## src/rtl/ras.sv

```systemverilog
// Return address stack: circular stack of predicted return targets with a top
// pointer and a saturating occupancy counter, plus checkpoint restore.
// Ports:
//   clk, rst                     - clock, asynchronous active-high reset
//   push_valid, push_target      - push a return target (call predicted)
//   pop_valid                    - pop the top entry (return predicted)
//   restore_valid, restore_ptr,
//   restore_count                - restore a saved pointer/occupancy
//   top_target, top_valid        - entry at the top pointer, occupancy != 0
//   ras_ptr, ras_count           - current top pointer and occupancy
module ras #(
    parameter int unsigned RAS_ENTRIES      = 8,
    parameter int unsigned RAS_TARGET_WIDTH = 31,
    localparam int unsigned RAS_INDEX_WIDTH = $clog2(RAS_ENTRIES)
) (
    input  logic                        clk,
    input  logic                        rst,
    input  logic                        push_valid,
    input  logic [RAS_TARGET_WIDTH-1:0] push_target,
    input  logic                        pop_valid,
    input  logic                        restore_valid,
    input  logic [RAS_INDEX_WIDTH-1:0]  restore_ptr,
    input  logic [RAS_INDEX_WIDTH:0]    restore_count,
    output logic [RAS_TARGET_WIDTH-1:0] top_target,
    output logic                        top_valid,
    output logic [RAS_INDEX_WIDTH-1:0]  ras_ptr,
    output logic [RAS_INDEX_WIDTH:0]    ras_count
);

    localparam int unsigned IW = RAS_INDEX_WIDTH;
    localparam int unsigned CW = RAS_INDEX_WIDTH + 1;
    localparam logic [CW-1:0] COUNT_FULL = CW'(RAS_ENTRIES);

    logic [RAS_TARGET_WIDTH-1:0] entries_q [RAS_ENTRIES];
    logic [RAS_TARGET_WIDTH-1:0] entries_d [RAS_ENTRIES];
    logic [IW-1:0]               ptr_q, ptr_d;
    logic [CW-1:0]               count_q, count_d;
    logic [IW-1:0]               ptr_inc;
    logic [IW-1:0]               ptr_dec;

    // Pointer arithmetic wraps naturally because the depth is a power of two.
    assign ptr_inc = ptr_q + IW'(1);
    assign ptr_dec = ptr_q - IW'(1);

    // Next-state: restore has priority, then replace-top, push, pop.
    always_comb begin
        ptr_d     = ptr_q;
        count_d   = count_q;
        entries_d = entries_q;
        if (restore_valid) begin
            ptr_d   = restore_ptr;
            count_d = (restore_count > COUNT_FULL) ? COUNT_FULL : restore_count;
        end else if (push_valid && pop_valid) begin
            entries_d[ptr_q] = push_target;
            if (count_q == '0) begin
                count_d = CW'(1);
            end
        end else if (push_valid) begin
            // When full, this overwrites the oldest entry.
            ptr_d              = ptr_inc;
            entries_d[ptr_inc] = push_target;
            if (count_q != COUNT_FULL) begin
                count_d = count_q + CW'(1);
            end
        end else if (pop_valid) begin
            // Underflow still moves the pointer so it tracks the call depth.
            ptr_d = ptr_dec;
            if (count_q != '0) begin
                count_d = count_q - CW'(1);
            end
        end
    end

    // State registers.
    always_ff @(posedge clk or posedge rst) begin
        if (rst) begin
            ptr_q   <= '0;
            count_q <= '0;
            for (int i = 0; i < int'(RAS_ENTRIES); i++) begin
                entries_q[i] <= '0;
            end
        end else begin
            ptr_q     <= ptr_d;
            count_q   <= count_d;
            entries_q <= entries_d;
        end
    end

    // Outputs come straight from registered state.
    assign top_target = entries_q[ptr_q];
    assign top_valid  = (count_q != '0);
    assign ras_ptr    = ptr_q;
    assign ras_count  = count_q;

endmodule

```

## config.mk

```make
export PLATFORM = sky130hd
export DESIGN_NAME = ras
export DESIGN_NICKNAME = d
export VERILOG_FILES = /design/src/rtl/ras.sv
export SDC_FILE = /design/constraint.sdc
export NUM_CORES = 1
export LEC_CHECK = 0
export CELL_PAD_IN_SITES_DETAIL_PLACEMENT = 1
export CELL_PAD_IN_SITES_GLOBAL_PLACEMENT = 1
export CORE_AREA = 10 10 175 194
export CTS_CLUSTER_DIAMETER = 150
export DETAILED_ROUTE_END_ITERATION = 16
export DIE_AREA = 0 0 185 204
export GPL_TIMING_DRIVEN = 0
export MAX_ROUTING_LAYER = met4
export PLACE_DENSITY = 0.74
export SETUP_SLACK_MARGIN = 0.5
export SLEW_MARGIN = 10
export SYNTH_ARGS = -nofsm -noshare
export SYNTH_HDL_FRONTEND = slang
export SYNTH_SLANG_ARGS = --single-unit
```

## constraint.sdc

```tcl
create_clock -name clk -period 24.9 [get_ports clk]
set_clock_uncertainty 0.05 [all_clocks]
set_input_delay 4.98 -clock clk [delete_from_list [all_inputs] [get_ports clk]]
set_output_delay 4.98 -clock clk [all_outputs]
set_load 0.05 [all_outputs]
```

# [Word-level counts from Yosys, hierarchy flattened]
# Index checks and enable logic that the tools add are counted.
[totals] reg_bits=255 latch_bits=0 ram_bits=0 rom_bits=0 elab_cells=61 memories=0
[op_classes] n_addsub=4 mul=0 div=0 magnitude_cmp=5 eq_ne=4 shifts=0 n_mux=23 n_bitwise=3 n_reduce_logical=12
[ops] operator="bitwise mux 248 bit" n=2
[ops] operator="2-to-1 mux 248 bit" n=2
[ops] operator="demux 31 bit (select 3 bit)" n=2
[ops] operator="2-to-1 mux 31 bit" n=4
[ops] operator="binary-select mux 31 bit (select 3 bit)" n=1
[ops] operator="2-to-1 mux 4 bit" n=8
[ops] operator="2-to-1 mux 3 bit" n=4
[ops] operator="nonzero test 4 bit" n=3
[ops] operator=">= comparator 4 bit (second input constant)" n=2
[ops] operator="less-than comparator 4 x 1 -> 1 bit (second input constant)" n=2
[ops] operator="inverter 3 -> 4 bit" n=2
[ops] operator="adder 4 x 1 -> 4 bit (second input constant)" n=1
[ops] operator="> comparator 4 bit (second input constant)" n=1
[ops] operator="logical NOT 4 bit" n=1
[ops] operator="inequality test 4 x 1 -> 1 bit (second input constant)" n=1
[ops] operator="inequality test 4 bit (second input constant)" n=1
[ops] operator="AND reduction 2 bit" n=2
[ops] operator="AND reduction 4 bit" n=1
[ops] operator="subtractor 4 x 1 -> 4 bit (second input constant)" n=1
[ops] operator="adder 3 x 1 -> 3 bit (second input constant)" n=1
[ops] operator="logical AND 1 bit" n=3
[ops] operator="inequality test 3 x 2 -> 1 bit (second input constant)" n=1
[ops] operator="nonzero test 3 bit" n=1
[ops] operator="subtractor 3 x 1 -> 3 bit (second input constant)" n=1
[ops] operator="other kinds (3)" n=3

# [Logic depth before layout (Yosys ltp)]
# Gate-level depths: netlist of run 1.
[logic_depth] depth_word=9 mapped_depth=10 mapped_depth_nobuf=6

# [Worst setup path before layout of run 1]
# Ideal clock, no wire load.
[synth_path] kind="reg2out" start="register ptr_q[0], in the netlist ras_ptr[0]" end="output port top_target[14]" t_arrival_ps=2851 t_required_ps=19870 path_slack_ps=17019 stages_incl_launch_ff=8 path_buffers=5 path_cell_list="dfrtp_1 -> buf_2 -> buf_4 -> buf_4 -> buf_4 -> buf_2 -> a221oi_1 -> o21ai_0"
[synth_via] elab_chain_cells=4
[synth_lines] item="start, declared" line_no="36" text="logic [IW-1:0] ptr_q, ptr_d;"
[synth_lines] item="start signal, assigned" line_no="83" text="ptr_q <= ptr_d;"
[synth_lines] item="inverter 3 -> 4 bit (implied by the code)" line_no="90" text="assign top_target = entries_q[ptr_q];"
[synth_lines] item="binary-select mux 31 bit (select 3 bit)" line_no="90"
[synth_lines] item="2-to-1 mux 31 bit (implied by the code) (2 in series)" line_no="90"
[synth_lines] item="end, declared" line_no="24" text="output logic [RAS_TARGET_WIDTH-1:0] top_target,"
# No other way between the ends. The select of a mux whose other input is x is not followed.

# [Worst setup path in the final report of run 1]
[layout_path] start="register ptr_q[1], in the netlist ras_ptr[1]" end="output port top_target[1]"
# Same word-level chain as after synthesis.

==> impl_results.md, run 1 <==
- Die area: ~0.038 sq mm
- Number of port buffers: 81
- RR Endpoint: entries_q[33]
- Slew at the pin closest to its max-slew limit: between 1000 and 1500 ps
- Met3 routed WL: ~2400 microns
- Met1 wire length: 17200 microns
- Antenna Nets Post-Route: 0
- Hold Path Stages: 1
- Slew HR: between 10% and 20%
- Number of distinct library cells after synthesis: 56
- Hold_buf cts: 0
- DR DRC count: 0
- Rows: between 60 and 70
- Avg WL per Cell: 28.3 microns
- Drt via density: 6.19
- Share of post-route cells with drive strength above 1: around 18%
- Critical-path cell list: buf_2 -> buf_2 -> inv_2 -> nor2_1 -> a221oi_1 -> o22ai_1 -> clkdlybuf4s50_1
- Crit path to: top_target[1]
- Worst Hold Class: flop to flop
- Critical path type: flop to output pin
- Reg2reg setup slack: 21260 ps
- Antenna violations before repair: 0
- CP Launch Type: flop
- Die Span X: 185 microns
- Overall routing resource usage: 22.2%
- Setup TNS: 0 ps
- Root Buffer: clkbuf_16
- Ys flop type: dfrtp_1
- Max stage delay on crit path: 960 ps
- Die height: 204 microns
- Maximum vdd drop: 0.0507 mV
- Via count: 8865
- LEAKAGE: 5.77 nW
- Seq/Total Area, Yosys: 54.0%
- Cell depth of the worst flop-to-flop path: 10
- Worst-case clock buffer depth: 3
- Initial Util: 39.4%
- CTS tree: done
- Cell mode on critical path: buf_2
- Synth-to-Final Area Change: 19.0%
- Diode count: 0
- Initial DRC Count: 721
- Synth top area cells: dfrtp_1, o2bb2ai_1, mux2_1
- Unrepaired setup endpoints after global routing: no
- First-pass GRT wire length: just over 60000 microns
- Setup Fix Bufs, Post-CTS: 0
- Clk sink count: between 200 and 300
- Worst skew pair latency: 550 ps
- Tcrit/Tclk final: 37.7%
- Warnings, synthesis: 0
- Net Count, Synth: ~970
- Average cell area after synthesis: approximately 13 sq um
- Setup violators final: 0
- Reg2reg start: ras_ptr[1]
- Minimum clock period: 9390 ps
- Post-DP HPWL: roughly 27000 microns
- Highest clock rate: 0.107 GHz
- CP Capture Type: output pin
- Pwr/cell area: between 100 and 150 mW/mm^2
- Final Routed Wirelength: 40600 microns
- Top Metal Used: met4
- # resized after CTS: 0
- Ports: 82
- Final hold violation count: 0
- Slowest cell on crit path: nor2_1
- Total power draw: 1.79 mW
- Pre-antenna DRT Iters: 7
- CP required: ~20000 ps
- EDFF count, synth: 0
- Max-cap viol count: 0
- WP data arrival: 4360 ps
- Netlist Area Pre-Place: 0.0118 sq mm
- CTS Buf Count: 28
- Number of H-tree levels: 1
- Crit Path Max Fanout: 10
- Clock-pin slew on the worst setup and hold paths: 60 ps
- Core outline area: 0.0300 sq mm
- Synth async-reset ratio: 100%
- Pin count of the biggest net entering global routing: ~120
- Area share of the largest cell type after synthesis: 54.0%
- Max-slew violation count: 0
- Mapped Cells: 923
- GPL Wtd Cong: 0.875
- Yosys reg bits: 255
- Number of global-route vias before repair: 9740
- Met2 Wirelength: 19300 microns
- Status: finished clean
- Top cell type by total area after synthesis: dfrtp_1
- Min-delay src: entries_q[107]
- Setup crit start: ras_ptr[1]
- Nets: 1084
- Total grt overflow: 0
cell families (layout without fill, tap and decap cells):
family,after synthesis,count (layout),share of synthesized area (%)
AO/OA/AOI/OAI,259,259,17.5
XOR/XNOR,3,3,0.222
adder cells (fa/ha/maj),5,5,0.593
buffers and inverters,86,217,3.59
flip-flops,255,255,54.0
multiplexers,185,185,19.0
AND/OR/NAND/NOR,130,130,5.19
per-layer routing:
layer	GRT usage, %	up-vias
met5	-	-
met4	8.54	0
met3	2.88	98
met2	35.8	322
met1	27.9	4685
li1	-	3760
through the flow:
stage | hold WS, ps | setup WS [ps] | std cells | util (%) | area (sq um)
floorplan | 398 | 12860 | 923 | - | 11800
global placement | 413 | 9510 | 1383 | 43.7 | 13100
detailed placement | 418 | 16170 | 1385 | 43.9 | 13200
CTS | 436 | 15570 | 1433 | 46.8 | 14100
global route | 450 | 15430 | 1433 | 46.8 | 14100
finish | 430 | 15510 | 1433 | 46.8 | 14100
worst max-delay path, delay by kind of cell, from the launching register on:
kind	cells	cell delay, ps
AO/OA/AOI/OAI	2	580
flip-flops	1	450
buffers and inverters	4	1810
AND/OR/NAND/NOR	1	960
registers in the layout (all words and copies together), names as in the netlist:
register   flops
entries_q    248
ras_count      4
ras_ptr        3
area by class of cell:
class                           instances  area [sq um]
Inverter                                9          41.3
Multi-Input combinational cell        582          5010
Tap cell                              379           474
Fill cell                            3116         16000
Clock inverter                         10           114
Buffer                                 77           390
Clock buffer                           38           778
Timing Repair Buffer                   83           866
Sequential cell                       255          6380
worst min-delay path by stage:
stage                           endpoint
after detailed placement    entries_q[5]
after global placement    entries_q[106]
after global routing       entries_q[71]
after floorplan            entries_q[43]
after CTS                 entries_q[107]
final                     entries_q[107]
synth_stat cells (9+ instances only):
master / instances
nor2_1: 29
buf_2: 36
o2bb2ai_1: 126
o21ai_0: 26
clkbuf_1: 28
mux2_2: 72
o21ai_1: 9
mux4_2: 15
a221oi_1: 38
a22oi_1: 16
a21oi_1: 15
mux2_1: 88
nand2_1: 63
dfrtp_1: 255
mux2i_1: 10
cells in the final DEF (no fill, tap or decap), types with 5 or more instances in the layout:
| cell type | instances |
|---|---|
| a21oi_1 | 15 |
| a221oi_1 | 38 |
| a22oi_1 | 16 |
| buf_2 | 36 |
| buf_6 | 6 |
| clkbuf_1 | 34 |
| clkbuf_16 | 28 |
| clkdlybuf4s50_1 | 81 |
| clkinv_2 | 6 |
| dfrtp_1 | 255 |
| inv_1 | 6 |
| mux2_1 | 88 |
| mux2_2 | 72 |
| mux2i_1 | 10 |
| mux4_2 | 15 |
| nand2_1 | 63 |
| nor2_1 | 29 |
| nor2b_1 | 7 |
| o21ai_0 | 26 |
| o21ai_1 | 9 |
| o22ai_1 | 5 |
| o2bb2ai_1 | 126 |
power by group:
| part | internal, mW | switching [mW] | total (mW) |
|---|---|---|---|
| clock | 0.238 | 0.172 | 0.410 |
| sequential | 0.611 | 0.114 | 0.725 |
| combinational | 0.291 | 0.364 | 0.656 |
| total | 1.14 | 0.650 | 1.79 |
Power figures use the tool's default switching activity.
==> run 2, diff against run 1 <==
Settings changed: PLACE_DENSITY 0.74 to 0.77.
Clock period 24.9 ns to 8.2 ns, I/O delays scaled along.
==> impl_results.md, run 2 (synthesis gave the netlist of run 1 again) <==
- Status: finished clean
- Setup violators final: 0 (unchanged)
- Setup Fix Bufs, Post-CTS: 0 (unchanged)
- WP data arrival: 4400 ps (+40 ps)
- Rows: 67 (unchanged)
- CTS Buf Count: 27 (-3.6%)
- CP Capture Type: output pin
- Antenna violations before repair: 0 (unchanged)
- Post-DP HPWL: 27500 microns (+3.5%)
- Clk sink count: 255 (unchanged)
- Highest clock rate: 0.164 GHz
- Hold_buf cts: 0 (unchanged)
- First-pass GRT wire length: 62700 microns (+0.93%)
- Clock-pin slew on the worst setup and hold paths: 60 ps (about the same)
- Overall routing resource usage: 22.5% (+0.27 points)
- Minimum clock period: 6090 ps
- Via count: 8921 (+0.63%)
- # fillers: 3083 (-1.1%)
- Largest Register: entries_q
- Crit Path Max Fanout: 10 (unchanged)
- Core outline area: 0.0300 sq mm (unchanged)
- Final Routed Wirelength: 41000 microns (+1.1%)
- Antenna Nets Post-Route: 0 (unchanged)
- WP buf/inv: 4 (unchanged)
- Setup TNS: 0 ps (unchanged)
- Max FFs per register: 248 (unchanged)
- Critical-path cell list: buf_2 -> buf_2 -> inv_2 -> nor2_1 -> a221oi_1 -> o21bai_1 -> clkdlybuf4s50_1
- Slew at the pin closest to its max-slew limit: 1220 ps (+18.6 ps)
- Slew HR: 18.6% (-1.2 points)
- Pre-antenna DRT Iters: 5 (-2)
- Final hold violation count: 0 (unchanged)
- Commonest non-fill, non-tap cell in the layout: dfrtp_1
- Root Buffer: clkbuf_16
- CP required: 6510 ps (-13360 ps)
- Met3 routed WL: 2330 microns (-1.5%)
- Die Span X: 185 microns (unchanged)
- Worst Setup Slack post-DPL: 2780 ps (-13390 ps)
- Worst skew pair latency: 540 ps (about the same)
- LEAKAGE: 5.78 nW (+0.26%)
- Number of H-tree levels: 1 (unchanged)
- Number of global-route vias before repair: 9790 (+0.51%)
- Total grt overflow: 0 (unchanged)
- Die area: 0.0377 sq mm (unchanged)
- CP Launch Type: flop
- CTS tree: done
- GPL Wtd Cong: 0.872 (-0.32%)
- Worst Hold Class: flop to flop
- Tcrit/Tclk final: 74.3%
- DR DRC count: 0 (unchanged)
- # resized after CTS: 0 (unchanged)
- Final worst slack: 2110 ps (-13400 ps)
- Slowest cell on crit path: nor2_1
- Diode count: 0 (unchanged)
- Drt via density: 6.21 (+0.42%)
- Critical path type: flop to output pin
- Pin count of the biggest net entering global routing: 40 (-66%)
- Synth-to-Final Area Change: 19.3%
- Share of post-route cells with drive strength above 1: 17.6% (-0.050 points)
- Met1 wire length: 16900 microns (-1.5%)
- Final hold slack: 433 ps (+2.85 ps)
- Total power draw: 5.43 mW (+200%)
- Maximum vdd drop: 0.244 mV (+380%)
- Nets: 1088 (+0.37%)
- Most frequent cells in the layout: dfrtp_1, o2bb2ai_1, mux2_1, clkdlybuf4s50_1, mux2_2
- Pwr/cell area: 385 mW/mm^2 (+200%)
- Max-cap viol count: 0 (unchanged)
- Initial DRC Count: 750 (+4.0%)
- Max stage delay on crit path: 980 ps (+20 ps)
- Number of port buffers: 81 (unchanged)
- Met2 Wirelength: 20300 microns (+4.9%)
- Avg WL per Cell: 28.6 microns (+0.87%)
- Worst-case clock buffer depth: 3 (unchanged)
- Die height: 204 microns (unchanged)
- CP top delay family: buffers and inverters
- Top Metal Used: met4
- Cell mode on critical path: buf_2
- Unrepaired setup endpoints after global routing: no
- Max-slew violation count: 0 (unchanged)
- Ports: 82 (unchanged)
- Initial Util: 39.4% (unchanged)
## run 2: layout make-up
| cell class | count | area [sq um] | share of cell area (%) |
|---|---|---|---|
| plain buffers | 77 | 390 | 2.77 |
| clock buffers | 41 | 778 | 5.52 |
| clock inverters | 5 | 78.8 | 0.559 |
| inverters | 9 | 37.5 | 0.266 |
| multi-input cells | 582 | 5010 | 35.5 |
| flip-flops and latches | 255 | 6380 | 45.2 |
| well taps | 379 | 474 | 3.36 |
| repair buffers | 88 | 951 | 6.74 |
## run 2: worst reg2reg max path, delay by kind of cell (launching register included)
family	cells	cell delay (ps)
buffers and inverters	5	1410
and+or+nand+nor	1	560
DFF	1	440
adders and majority gates	1	370
muxes	1	350
AOI/OAI and AO/OA	1	310
## run 2: path summary, 6_finish.rpt
kind / startpoint / to / slack [ps] / cells after the start
hold reg to reg: entries_q[91] / entries_q[91] / 430 / 1
hold / removal: entries_q[91] / entries_q[91] / 430 / 1
min in group asynchronous: rst / entries_q[211] / 1490 / 2
max in group asynchronous: rst / entries_q[101] / 5540 / 5
setup reg to reg: ras_ptr[1] / entries_q[89] / 4590 / 9
setup / recovery: ras_ptr[1] / top_target[23] / 2110 / 7
## run 2: power by group
group	switching, mW	total, mW	internal (mW)
Sequential	0.354	2.21	1.86
Combinational	1.12	2.01	0.890
Clock	0.499	1.21	0.711
## run 2: metal layers
metal  GRT usage, %  up-vias
met2           37.1      342
met4           7.99        0
met1           28.0     4712
met3           2.56       96
li1               -     3771
met5              -        -
## run 2: metrics by stage
step	utilization [%]	cell area [sq um]	cells
after global routing	47.0	14100	1436
after global placement	43.7	13100	1383
after floorplan	-	11800	923
after CTS	47.0	14100	1436
after detailed placement	44.1	13200	1390
final	47.0	14100	1436
==> run 3, diff against run 2 <==
Clock period 8.2 ns to 5.4 ns, I/O delays scaled along.
==> impl_results.md, run 3 (synthesis gave the netlist of run 1 again) <==
- Worst skew pair latency: 540 ps (about the same)
- Highest clock rate: slightly above 0.2 GHz
- CTS Buf Count: 27 (unchanged)
- Share of post-route cells with drive strength above 1: 18.3% (+0.66 points)
- Die Span X: 185 microns (unchanged)
- Tcrit/Tclk final: 90.1%
- Ports: 82 (unchanged)
- Total power draw: 8.21 mW (+51%)
- Met2 usage: 36.9% (-0.16 points)
- Worst Hold Class: flop to flop
- Hold_buf cts: 0 (unchanged)
- Final hold violation count: 0 (unchanged)
- CP Launch Type: flop
- Initial DRC Count: 741 (-1.2%)
- Placed Area: 0.0132 sq mm (unchanged)
- CTS tree: done
- Setup violators final: 0 (unchanged)
- Max FFs per register: 248 (unchanged)
- Antenna Nets Post-Route: 0 (unchanged)
- Maximum vdd drop: 0.371 mV (+52%)
- Overall routing resource usage: 22.4% (-0.023 points)
- Die area: 0.0377 sq mm (unchanged)
- LEAKAGE: 5.88 nW (+1.8%)
- Antenna violations before repair: 0 (unchanged)
- Total grt overflow: 0 (unchanged)
- Largest Register: entries_q
- CP required: 4270 ps (-2240 ps)
- Final hold slack: 433 ps (+0.274 ps)
- CP Capture Type: output pin
- Pin count of the biggest net entering global routing: 40 (unchanged)
- Status: finished clean
- Die height: 204 microns (unchanged)
- Synth-to-Final Area Change: 19.5%
- # fillers: 3075 (-0.26%)
- Setup Fix Bufs, Post-CTS: 0 (unchanged)
- Final Routed Wirelength: 41100 microns (+0.19%)
- First-pass GRT wire length: 62600 microns (-0.14%)
- GR Layer Usage met3: 2.92% (+0.36 points)
- WP data arrival: 3730 ps (-670 ps)
- Clk sink count: 255 (unchanged)
- GPL Wtd Cong: 0.872 (unchanged)
- Unrepaired setup endpoints after global routing: no
- Post-layout util: 47.0% (+0.058 points)
- GRT busiest layer: met2
- M1 GR Usage: 27.8% (-0.20 points)
- Slew at the pin closest to its max-slew limit: 1080 ps (-134 ps)
- Max-cap viol count: 0 (unchanged)
- Initial Util: 39.4% (unchanged)
- Root Buffer: clkbuf_16
- Crit Path Max Fanout: 10 (unchanged)
- Core outline area: 0.0300 sq mm (unchanged)
- Drt via density: 6.23 (+0.34%)
- Critical path type: flop to output pin
- Commonest non-fill, non-tap cell in the layout: dfrtp_1
- Slew HR: 27.9% (+9.2 points)
- Pre-antenna DRT Iters: 5 (unchanged)
- Most frequent cells in the layout: dfrtp_1, o2bb2ai_1, mux2_1, mux2_2, clkdlybuf4s50_1
- Post-DP HPWL: 27500 microns (unchanged)
- Rows: 67 (unchanged)
- Minimum clock period: 4860 ps
- Number of global-route vias before repair: 9799 (+0.092%)
- Number of port buffers: 81 (unchanged)
- Pwr/cell area: 582 mW/mm^2 (+51%)
- Avg WL per Cell: 28.6 microns (+0.19%)
- Number of H-tree levels: 1 (unchanged)
- DR DRC count: 0 (unchanged)
- Clock-pin slew on the worst setup and hold paths: 60 ps (about the same)
- Via count: 8951 (+0.34%)
- Diode count: 0 (unchanged)
- Max-slew violation count: 0 (unchanged)
- Final Cell Area: 0.0141 sq mm (+0.12%)
- Nets: 1088 (unchanged)
- Worst-case clock buffer depth: 3 (unchanged)
## run 3: path summary, 6_finish.rpt
path,startpoint,to,slack [ps],cells past startpoint
max in group asynchronous,rst,entries_q[101],3290,5
min in group asynchronous,rst,entries_q[211],920,2
worst min register to register,entries_q[74],entries_q[74],430,1
worst min-delay path,entries_q[74],entries_q[74],430,1
worst max-delay path,ras_ptr[1],top_target[21],540,7
worst max register to register,ras_ptr[1],entries_q[81],1760,9
## run 3: stage by stage
stage               cells  setup TNS [ps]  setup slack, ps
detailed placement   1390               0              540
global placement     1383         -252850            -1020
global route         1436               0              501
floorplan             923               0              912
finish               1436               0              536
CTS                  1436               0              527
## run 3: critical path: stages (launching register included)
cell	delay [ps]
dfrtp_1	450
buf_2	250
buf_2	460
inv_2	280
nor2_4	440
a222oi_1	120
o21ai_0	310
clkdlybuf4s50_1	870
## run 3: where the power goes
part           switching (mW)  internal, mW  total [mW]
combinational            1.70          1.32        3.02
clock                   0.757          1.08        1.84
sequential              0.540          2.82        3.36
total                    2.99          5.22        8.21
## run 3: routing by layer
metal  wire length, microns  up-vias
li1                       -     3767
met1                  17000     4726
met2                  20400      364
met3                   2450       94
met4                   1340        0
met5                      0        -
## run 3: timing repair
action	4_1_cts	5_1_grt
setup endpoints to repair	22	12
pin swaps	0	0
resized for setup	16	13
## run 3: area by class of cell
class / instances / area [sq um] / share of cell area [%]
Tap cell: 379 / 474 / 3.36
Clock buffer: 41 / 778 / 5.51
Clock inverter: 5 / 78.8 / 0.558
Multi-Input combinational cell: 582 / 5020 / 35.6
Sequential cell: 255 / 6380 / 45.2
Buffer: 77 / 397 / 2.81
Timing Repair Buffer: 88 / 952 / 6.74
Inverter: 9 / 37.5 / 0.266
